### src/rtl/layer_compositor.sv
// Priority compositor: merges NUM_LAYERS layers over a background in a 2-stage pipeline with aligned syncs.
// Optional frame-synchronous layer blinking is built when LAYER_COMPOSITOR_BLINK_EN is defined.
module layer_compositor #(
    parameter int NUM_LAYERS        = 4,
    parameter int COLOR_W           = 8,
    parameter int BLINK_HALF_FRAMES = 8,
    parameter int IDX_W             = $clog2(NUM_LAYERS)
) (
    input  logic                          clk,
    input  logic                          rst_n,
    input  logic                          display_enable_in,
    input  logic                          hsync_in,
    input  logic                          vsync_in,
    input  logic [COLOR_W-1:0]            background_color_in,
    input  logic [NUM_LAYERS*COLOR_W-1:0] layer_color_in,
    input  logic [NUM_LAYERS-1:0]         layer_visible_in,
    input  logic [NUM_LAYERS-1:0]         layer_enable_in,
    input  logic [NUM_LAYERS-1:0]         layer_blink_in,
    output logic [COLOR_W-1:0]            final_pixel_color_out,
    output logic                          display_enable_out,
    output logic                          hsync_out,
    output logic                          vsync_out,
    output logic                          winner_valid_out,
    output logic [IDX_W-1:0]              winner_idx_out,
    output logic                          collision_out,
    output logic                          collision_frame_out
);

    localparam int CNT_W = $clog2(NUM_LAYERS + 1);

    logic                  vsync_prev;
    logic                  frame_tick;
    logic [NUM_LAYERS-1:0] blink_mask;
    logic [NUM_LAYERS-1:0] eff;

    // Stage 0: frame tick on the falling edge of the active-low vsync.
    always_ff @(posedge clk or negedge rst_n) begin
        if (!rst_n) vsync_prev <= 1'b0;
        else        vsync_prev <= vsync_in;
    end

    assign frame_tick = vsync_prev & ~vsync_in;

`ifdef LAYER_COMPOSITOR_BLINK_EN
    typedef enum logic {BLINK_ON, BLINK_OFF} blink_state_t;

    blink_state_t blink_state;
    logic [7:0]   frame_cnt;
    logic         blink_off;

    // blink_off only moves on a tick, so a frame is never torn mid-image.
    always_ff @(posedge clk or negedge rst_n) begin
        if (!rst_n) begin
            blink_state <= BLINK_ON;
            frame_cnt   <= 8'd0;
            blink_off   <= 1'b0;
        end else if (frame_tick) begin
            if (frame_cnt == 8'(BLINK_HALF_FRAMES - 1)) begin
                frame_cnt <= 8'd0;
                case (blink_state)
                    BLINK_ON: begin
                        blink_state <= BLINK_OFF;
                        blink_off   <= 1'b1;
                    end
                    default: begin
                        blink_state <= BLINK_ON;
                        blink_off   <= 1'b0;
                    end
                endcase
            end else begin
                frame_cnt <= frame_cnt + 8'd1;
            end
        end
    end

    assign blink_mask = layer_blink_in & {NUM_LAYERS{blink_off}};
`else
    logic unused_blink;
    assign unused_blink = ^layer_blink_in;
    assign blink_mask   = '0;
`endif

    assign eff = layer_visible_in & layer_enable_in & ~blink_mask;

    logic [IDX_W-1:0]   top_idx;
    logic [COLOR_W-1:0] top_color;
    logic [CNT_W-1:0]   pop;

    // Ascending scan: the last set layer seen is the highest index, i.e. the winner.
    always_comb begin
        top_idx   = '0;
        top_color = '0;
        pop       = '0;
        for (int i = 0; i < NUM_LAYERS; i++) begin
            if (eff[i]) begin
                top_idx   = IDX_W'(i);
                top_color = layer_color_in[i*COLOR_W +: COLOR_W];
                pop       = pop + CNT_W'(1);
            end
        end
    end

    logic [IDX_W-1:0]   s1_idx;
    logic [COLOR_W-1:0] s1_color;
    logic [COLOR_W-1:0] s1_bg;
    logic               s1_hit;
    logic               s1_multi;
    logic               s1_de;
    logic               s1_hs;
    logic               s1_vs;
    logic               s1_tick;

    always_ff @(posedge clk or negedge rst_n) begin
        if (!rst_n) begin
            s1_idx   <= '0;
            s1_color <= '0;
            s1_bg    <= '0;
            s1_hit   <= 1'b0;
            s1_multi <= 1'b0;
            s1_de    <= 1'b0;
            s1_hs    <= 1'b0;
            s1_vs    <= 1'b0;
            s1_tick  <= 1'b0;
        end else begin
            s1_idx   <= top_idx;
            s1_color <= top_color;
            s1_bg    <= background_color_in;
            s1_hit   <= (pop != '0);
            s1_multi <= (pop >= CNT_W'(2));
            s1_de    <= display_enable_in;
            s1_hs    <= hsync_in;
            s1_vs    <= vsync_in;
            s1_tick  <= frame_tick;
        end
    end

    logic coll_now;
    logic coll_acc;

    assign coll_now = s1_de & s1_multi;

    // A collision on the tick pixel itself belongs to the frame being closed.
    always_ff @(posedge clk or negedge rst_n) begin
        if (!rst_n) begin
            final_pixel_color_out <= '0;
            display_enable_out    <= 1'b0;
            hsync_out             <= 1'b0;
            vsync_out             <= 1'b0;
            winner_valid_out      <= 1'b0;
            winner_idx_out        <= '0;
            collision_out         <= 1'b0;
            collision_frame_out   <= 1'b0;
            coll_acc              <= 1'b0;
        end else begin
            display_enable_out <= s1_de;
            hsync_out          <= s1_hs;
            vsync_out          <= s1_vs;
            winner_valid_out   <= s1_de & s1_hit;
            winner_idx_out     <= (s1_de & s1_hit) ? s1_idx : '0;
            collision_out      <= coll_now;
            if (!s1_de)      final_pixel_color_out <= '0;
            else if (s1_hit) final_pixel_color_out <= s1_color;
            else             final_pixel_color_out <= s1_bg;
            if (s1_tick) begin
                collision_frame_out <= coll_acc | coll_now;
                coll_acc            <= 1'b0;
            end else begin
                coll_acc <= coll_acc | coll_now;
            end
        end
    end

endmodule

### config.mk
export PLATFORM = sky130hd
export DESIGN_NAME = layer_compositor
export DESIGN_NICKNAME = d
export VERILOG_FILES = /design/src/rtl/layer_compositor.sv
export SDC_FILE = /design/constraint.sdc
export NUM_CORES = 1
export LEC_CHECK = 0
export ABC_AREA = 1
export BUFFER_PORTS_ARGS = -buffer_cell sky130_fd_sc_hd__buf_4
export CORE_UTILIZATION = 45
export DETAILED_ROUTE_END_ITERATION = 12
export PLACE_DENSITY = 0.72
export SLEW_MARGIN = 20
export SYNTH_ARGS = -nofsm -noshare
export SYNTH_HDL_FRONTEND = slang
export SYNTH_SLANG_ARGS = --single-unit
### constraint.sdc
create_clock -name clk -period 0.96 [get_ports clk]
set_input_delay 0 -clock clk [delete_from_list [all_inputs] [get_ports clk]]
set_output_delay 0 -clock clk [all_outputs]
set_load 0.1 [all_outputs]
* Word-level counts from Yosys, hierarchy flattened *
Index checks and enable logic that the tools add are counted.

cells by class
  add/sub/neg operators = 3
  $lt $le $gt $ge = 1
  mux-type cells = 15
  bitwise logic cells = 6
  reduce and logical (&&, ||, !) cells = 1

operator list
  cell                                                 number
  two-way mux 8 bit                                    6
  adder 3 x 1 -> 3 bit, second input constant          3
  two-way mux 3 bit                                    3
  two-way mux 2 bit                                    3
  AND 4 bit                                            1
  AND 1 bit                                            3
  >= comparator 3 x 2 -> 1 bit, second input constant  1
  two-way mux 1 bit                                    3
  nonzero test 3 bit                                   1
  inverter 1 bit                                       1
  bitwise OR 1 bit                                     1

storage, ports and cells
  bits in registers = 41
  input bits = 57
  output and inout port bits = 16

* Longest topological paths before layout *
Gate-level depths: netlist (run 1).

  depth after elaboration = 9
  depth in mapped cells = 11
  mapped depth without buffers = 11

* Worst setup path before layout (run 1) *
Ideal clock, no wire load.

  kind = flip-flop to flip-flop
  start point = register, netlist name collision_frame_out
  end point = register collision_frame_out
  arrival time = 1116 ps
  required time = 878 ps
  path slack = -238 ps
  cell stages (with the launch flop) = 3
  clock period less this slack = 1198 ps
  cells stage by stage = dfrtp_1 > nor2_1 > a31oi_1

RTL lines
  element                 line  source
  end signal: assignment  165   collision_frame_out <= coll_acc | coll_now;
  end: declaration        26    output logic collision_frame_out

* Final worst setup path (run 1) *
  start point = register s1_hit
  end point = register final_pixel_color_out[2]

on the way
  cells in the longest elaborated chain, start to end = 2

ends and longest elaborated chain
  element                   line  source
  start: declaration        106   logic s1_hit;
  start signal: assignment  128   s1_hit <= (pop != '0);
  two-way mux 8 bit         162   else if (s1_hit) final_pixel_color_out <= s1_color;
  two-way mux 8 bit         161   if (!s1_de) final_pixel_color_out <= '0;
  end signal: assignment    162
  end signal: assignment    163   else final_pixel_color_out <= s1_bg;
  end: declaration          19    output logic [COLOR_W-1:0] final_pixel_color_out,

No other way between the ends.
A chain may end at the register's enable or synchronous reset.

==> out/metrics.csv, run 1 <==
stage,metric,value,unit
synth,syn_avg_cell_area,9.94,um2
timing,min_period_over_period,96.6,%
timing,worst_pin_slew,471,ps
placed_design,hpwl,2530,um
pwr,cellPowerDensity,1560,nW/um2
pwr,peakVddDrop,0.742,mV
global_routing,track_usage,24.2,%
floorplanning,die_y,63.3,um
pwr,cellInternalPower,2.90,mW
synth,synth_top_cell_area_share,60.7,%
synth,syn_area,1690,um2
clocking,cts_max_path_buffers,2,
clocking,clk_pin_slew,70,ps
global_routing,grt_pass1_wl,7210,um
placed_design,place_congestion,0.714,
pwr,seqPwrFrac,45.2,%
synth,yosys_warnings,0,
pwr,p_switching,1.38,mW
route,viasPerCell,4.72,
route,wl_met3,339,um
route,wl_per_cell,12.7,um
global_routing,antenna_found_initial,0,
synth,netlist_top_cells_area,"dfrtp_1 61%, nand2_1 10%, o211ai_2 5.9%",
floorplanning,dieWidth,63.3,um
setup_path,cp.arrival,1110,ps
setup_path,path_max_fanout,5,
synth,synth_seq_cells,41,
global_routing,grt_pass1_vias,1670,
setup_path,worst_setup_path_end_kind,flip-flop,
route,drtIter0Drc,49,
route,top_layer,met4,
timing,maxSlewHeadroom,68.6,%
route,vias,1542,
pwr,leakagePower,1.44,nW
placed_design,io_buffers,68,
placed_design,preCtsSetupSlack,-177,ps
floorplanning,coreArea,3470,um2
clocking,cts-buffers-inserted,5,
route,antenna_left,0,
floorplanning,dieArea,4010,um2
floorplanning,io_pins,73,
clocking,clk_latency,290,ps
timing,hold_violations,0,
route,routed_wl,4140,um
layout,antennaDiodeCount,0,
setup_path,cp-start-kind,flip-flop,
pwr,combPwrFrac,29.8,%
timing,drv_slew,0,
clocking,cts_root_buffer,clkbuf_8,
setup_path,worst_ep_required_time,1140,ps
global_routing,grt_max_degree,42,
placed_design,place_area,2290,um2
synth,synth_nets,228,
synth,ys_types,22,
pwr,netSwitchingFraction,32.3,%
route,met1Wirelength,1530,um
floorplanning,start_util,48.7,%
layout,syn_to_final_growth,62.3,%
timing,fin_ws,33.1,ps
pwr,p_clk_share,25.1,%
global_routing,grt.overflow.total,0,
setup_path,crit_type,flip-flop to flip-flop,
layout,final_net_count,339,
synth,yosysTopAreaCell,dfrtp_1,
timing,fmax,1080,MHz
synth,ys_seq_area_share,60.7,%
layout,stdcell_area,2740,um2
status,outcome,completed,
timing,timing.hold.ws,15.2,ps
layout,layout-drive-gt1-share,39.9,%
floorplanning,rows,21,
clocking,clkSinkCount,41,
pwr,totalPowerFinal,4.29,mW
route,drc,0,
clocking,htree_levels,2,
clocking,cts_tree,built,
timing,finClkSkew,5.01,ps
synth,synth_cells,170,
route,wl_met2,2110,um
timing,rsz0062_at_grt,true,
worst_hold_path,min_path_type,primary input to flip-flop,
timing,fin_setup_tns,0,ps
timing,post-route-min-period,927,ps
run,drv_cap,0,
timing,setup_viol,0,
route,detail_route.first_pass.iterations,4,
==> final timing paths <==
check,slack [ps],end,start,cells past startpoint
max,30,final_pixel_color_out[2],s1_hit,3
min,20,s1_multi,layer_enable_in[3],3
max reg2reg,30,final_pixel_color_out[2],s1_hit,3
min reg2reg,360,hsync_out,s1_hs,0
max in group asynchronous,390,s1_de,rst_n,2
min in group asynchronous,220,s1_bg[3],rst_n,2
==> placed cells by master, fill, tap and decap left out, drive strengths merged <==
cell         count
a21oi            2
a22oi            3
a31oi            1
and2             1
buf             75
clkbuf           7
clkinv           1
clkinvlp         1
dfrtp           41
dlygate4sd3     34
ha               1
inv             17
nand2           55
nand3            3
nor2            22
o211ai           8
o21ai            9
==> cell families after synthesis <==
group / share of synthesized area (%)
fa+ha+maj: 0.740
flops: 60.7
simple gates: 20.4
buf+inv: 7.03
compound gates: 11.1
==> sequential cells by signal, summed over array words and instances, names as in the netlist, 2 cells and up <==
register,flops
s1_bg,8
s1_color,8
final_pixel_color_out,8
s1_idx,2
winner_idx_out,2
==> through the flow <==
step	utilization, %	instances
final	79.1	327
after global routing	79.1	327
after CTS	78.3	325
after detailed placement	65.9	284
after global placement	65.9	284
after floorplan	-	170
==> layout make-up <==
class                   instances  area, um2
flip-flops and latches         41       1030
inverters                      19       78.8
well taps                      46       57.6
fillers                       232        724
clock buffers                   7       86.3
repair buffers                109        907
multi-input cells             105        584
==> power groups by stage <==
stage	logic (mW)	clock network (mW)	registers (mW)
6_report	1.28	1.07	1.94
5_1_grt	1.36	1.19	1.95
4_1_cts	1.23	1.11	1.94
3_5_place_dp	1.12	0	1.97
3_3_place_gp	1.10	0	1.96
2_1_floorplan	0.292	0	2.41
==> cells in the mapped netlist, drive strengths merged <==
master and instances:
a21oi 2, a22oi 3, a31oi 1, and2 1
buf 4, clkbuf 1, clkinv 1, dfrtp 41
ha 1, inv 18, nand2 55, nand3 3
nor2 22, o211ai 8, o21ai 9
==> critical path, cell delays in order (launching register included) <==
cell and delay, ps:
dfrtp_2 450, buf_4 160, o21ai_0 160, nor2_1 50
==> what timing repair did <==
| action | in CTS | in global routing |
|---|---|---|
| setup buffers | 0 | 2 |
| hold buffers | 34 | 0 |
| resized for setup | 1 | 9 |
| endpoints found under the hold margin | 63 | 0 |
| cloned | 0 | 0 |
| endpoints found under the setup margin | 8 | 11 |
==> per-layer routing <==
layer / GRT usage, % / vias up
met4: 14.2 / 0
li1: - / 747
met3: 7.61 / 17
met5: 0 / -
met1: 26.0 / 690
met2: 41.5 / 88
No activity file was read; power rests on OpenSTA's default activity.
==> run 2, diff against run 1 <==
--- a/config.mk
+++ b/config.mk
@@ -7,9 +7,11 @@
 export LEC_CHECK = 0
 export ABC_AREA = 1
 export BUFFER_PORTS_ARGS = -buffer_cell sky130_fd_sc_hd__buf_4
-export CORE_UTILIZATION = 45
+export CELL_PAD_IN_SITES_DETAIL_PLACEMENT = 1
+export CELL_PAD_IN_SITES_GLOBAL_PLACEMENT = 2
+export CORE_UTILIZATION = 24
 export DETAILED_ROUTE_END_ITERATION = 12
-export PLACE_DENSITY = 0.72
+export PLACE_DENSITY = 0.7
 export SLEW_MARGIN = 20
 export SYNTH_ARGS = -nofsm -noshare
 export SYNTH_HDL_FRONTEND = slang
==> constraint.sdc (replaced) <==
create_clock -name clk -period 0.8 [get_ports clk]
set_input_delay 0 -clock clk [delete_from_list [all_inputs] [get_ports clk]]
set_output_delay 0 -clock clk [all_outputs]
set_load 0.1 [all_outputs]
==> run 2 against run 1 <==
  * The run now ends with negative setup slack left
  * Critical path depth is 2 lower
  * Clock skew is 1.5 ps lower
  * Register-to-register slack worse by 120 ps
==> out/metrics.csv, run 2 (synthesis results as in run 1) <==
stage,metric,value,unit
status,outcome,"finished, violations left",
status,violations,negative setup slack,
layout,fillers,750,
setup_path,cp-start-kind,flip-flop,
route,detail_route.first_pass.iterations,3,
clocking,cts_tree,built,
clocking,cts_max_path_buffers,2,
route,antenna_left,0,
clocking,clk_latency,280,ps
timing,maxSlewHeadroom,82.6,%
floorplanning,rows,30,
setup_path,crit_path_max_incr_delay,430,ps
setup_path,path_delay_family,flip-flops,
setup_path,cp.arrival,880,ps
route,drc,0,
worst_hold_path,hp-start,layer_color_in[28],
floorplanning,coreArea,6790,um2
clocking,cts-buffers-inserted,5,
route,drtIter0Drc,9,
setup_path,rr_startpoint,s1_hit,
pwr,cellPowerDensity,1750,nW/um2
global_routing,antenna_found_initial,0,
timing,fin_ws,-84.5,ps
pwr,peakVddDrop,0.573,mV
route,wl_per_cell,11.5,um
layout,antennaDiodeCount,0,
layout,fin_util,46.3,%
setup_path,critical_path_buf_inv_count,1,
timing,min_period_over_period,111,%
placed_design,io_buffers,68,
placed_design,place_congestion,0.668,
clocking,clk_pin_slew,70,ps
pwr,leakagePower,1.57,nW
placed_design,hpwl,3100,um
layout,syn_to_final_growth,86.0,%
route,vias,1523,
setup_path,rrSetupSlack,-80,ps
clocking,clkSinkCount,41,
timing,post-route-min-period,885,ps
setup_path,worst_setup_path_end_kind,output port,
worst_hold_path,min_to,s1_color[4],
layout,layout-drive-gt1-share,55.1,%
setup_path,crit_type,flip-flop to output port,
timing,finClkSkew,3.46,ps
clocking,htree_levels,2,
setup_path,regToRegEndpoint,final_pixel_color_out[1],
timing,fmax,1130,MHz
route,viasPerCell,3.91,
route,met1Wirelength,1950,um
pwr,totalPowerFinal,5.49,mW
setup_path,crit_chain,buf_12,
worst_hold_path,whs_path_depth,5,
floorplanning,io_pins,73,
timing,setup_viol,25,
route,wl_met2,2250,um
run,drv_cap,0,
layout,layout_common_cells,"67 x buf_4, 43 x nand2_1, 29 x dlygate4sd3_1, 23 x dfrtp_1, 19 x nor2_1",
setup_path,path_max_fanout,2,
setup_path,r2r_cells,3,
clocking,cts_root_buffer,clkbuf_8,
timing,hold_violations,0,
route,top_layer,met4,
global_routing,track_usage,13.3,%
global_routing,grt_pass1_vias,1627,
floorplanning,dieArea,7380,um2
floorplanning,dieWidth,85.9,um
setup_path,critical-path-slowest-cell,dfrtp_2,
setup_path,worst_ep_required_time,800,ps
global_routing,grt_max_degree,21,
floorplanning,start_util,24.9,%
route,wl_met3,241,um
worst_hold_path,min_path_type,primary input to flip-flop,
global_routing,grt.overflow.total,0,
global_routing,grt_pass1_wl,7540,um
floorplanning,die_y,85.9,um
timing,worst_pin_slew,261,ps
timing,drv_slew,0,
layout,largest_registers,"final_pixel_color_out: 8 flops, s1_bg: 8 flops, s1_color: 8 flops",
layout,final_net_count,351,
route,routed_wl,4500,um
layout,final_common_cell,buf_4,
timing,rsz0062_at_grt,true,
## run 2: per-stage QoR
stage                     cell area [um2]  cells  hold WS, ps  worst slack, ps  setup TNS [ps]
final                                3140    390         2.06            -84.5           -1520
after global routing                 3140    390         21.3             -144           -2570
after CTS                            3040    387         2.90            -97.1           -1830
after detailed placement             2440    342         -103             -359           -2520
after global placement               2440    342         -104             -315           -2290
after floorplan                      1740    170         -296             -177            -495
## run 2: final cells by class
| class | count | area (um2) | share of cell area, % |
|---|---|---|---|
| tap | 96 | 120 | 3.82 |
| timing repair buffer | 121 | 1130 | 36.1 |
| sequential | 41 | 1050 | 33.3 |
| multi-input combinational | 105 | 671 | 21.3 |
| inverter | 19 | 80.1 | 2.55 |
| clock buffer | 8 | 90.1 | 2.87 |
## run 2: worst max path at each step
stage | cells after the start | endpoint | start
after CTS | 1 | winner_idx_out[1] | winner_idx_out[1]
final | 1 | collision_frame_out | collision_frame_out
after detailed placement | 12 | s1_hit | layer_visible_in[0]
after global routing | 3 | final_pixel_color_out[2] | s1_hit
after floorplan | 11 | s1_multi | layer_visible_in[1]
after global placement | 12 | s1_hit | layer_visible_in[1]
## run 2: repair_timing
item	4_1_cts	5_1_grt
pin swaps	18	15
setup buffers	8	3
hold buffers	29	0
resized for setup	49	20
endpoints found under the hold margin	61	0
setup endpoints to repair	32	35
## run 2: per-layer routing
metal,vias to the layer above,GRT usage [%]
met5,-,0
met4,0,4.09
met3,6,3.66
met2,55,23.2
met1,692,16.0
li1,770,-
## run 2: power breakdown
part / switching (mW) / leakage [nW] / internal, mW
registers: 0.103 / 0.481 / 2.26
logic: 1.03 / 1.04 / 0.746
clock network: 0.639 / 0.0455 / 0.703
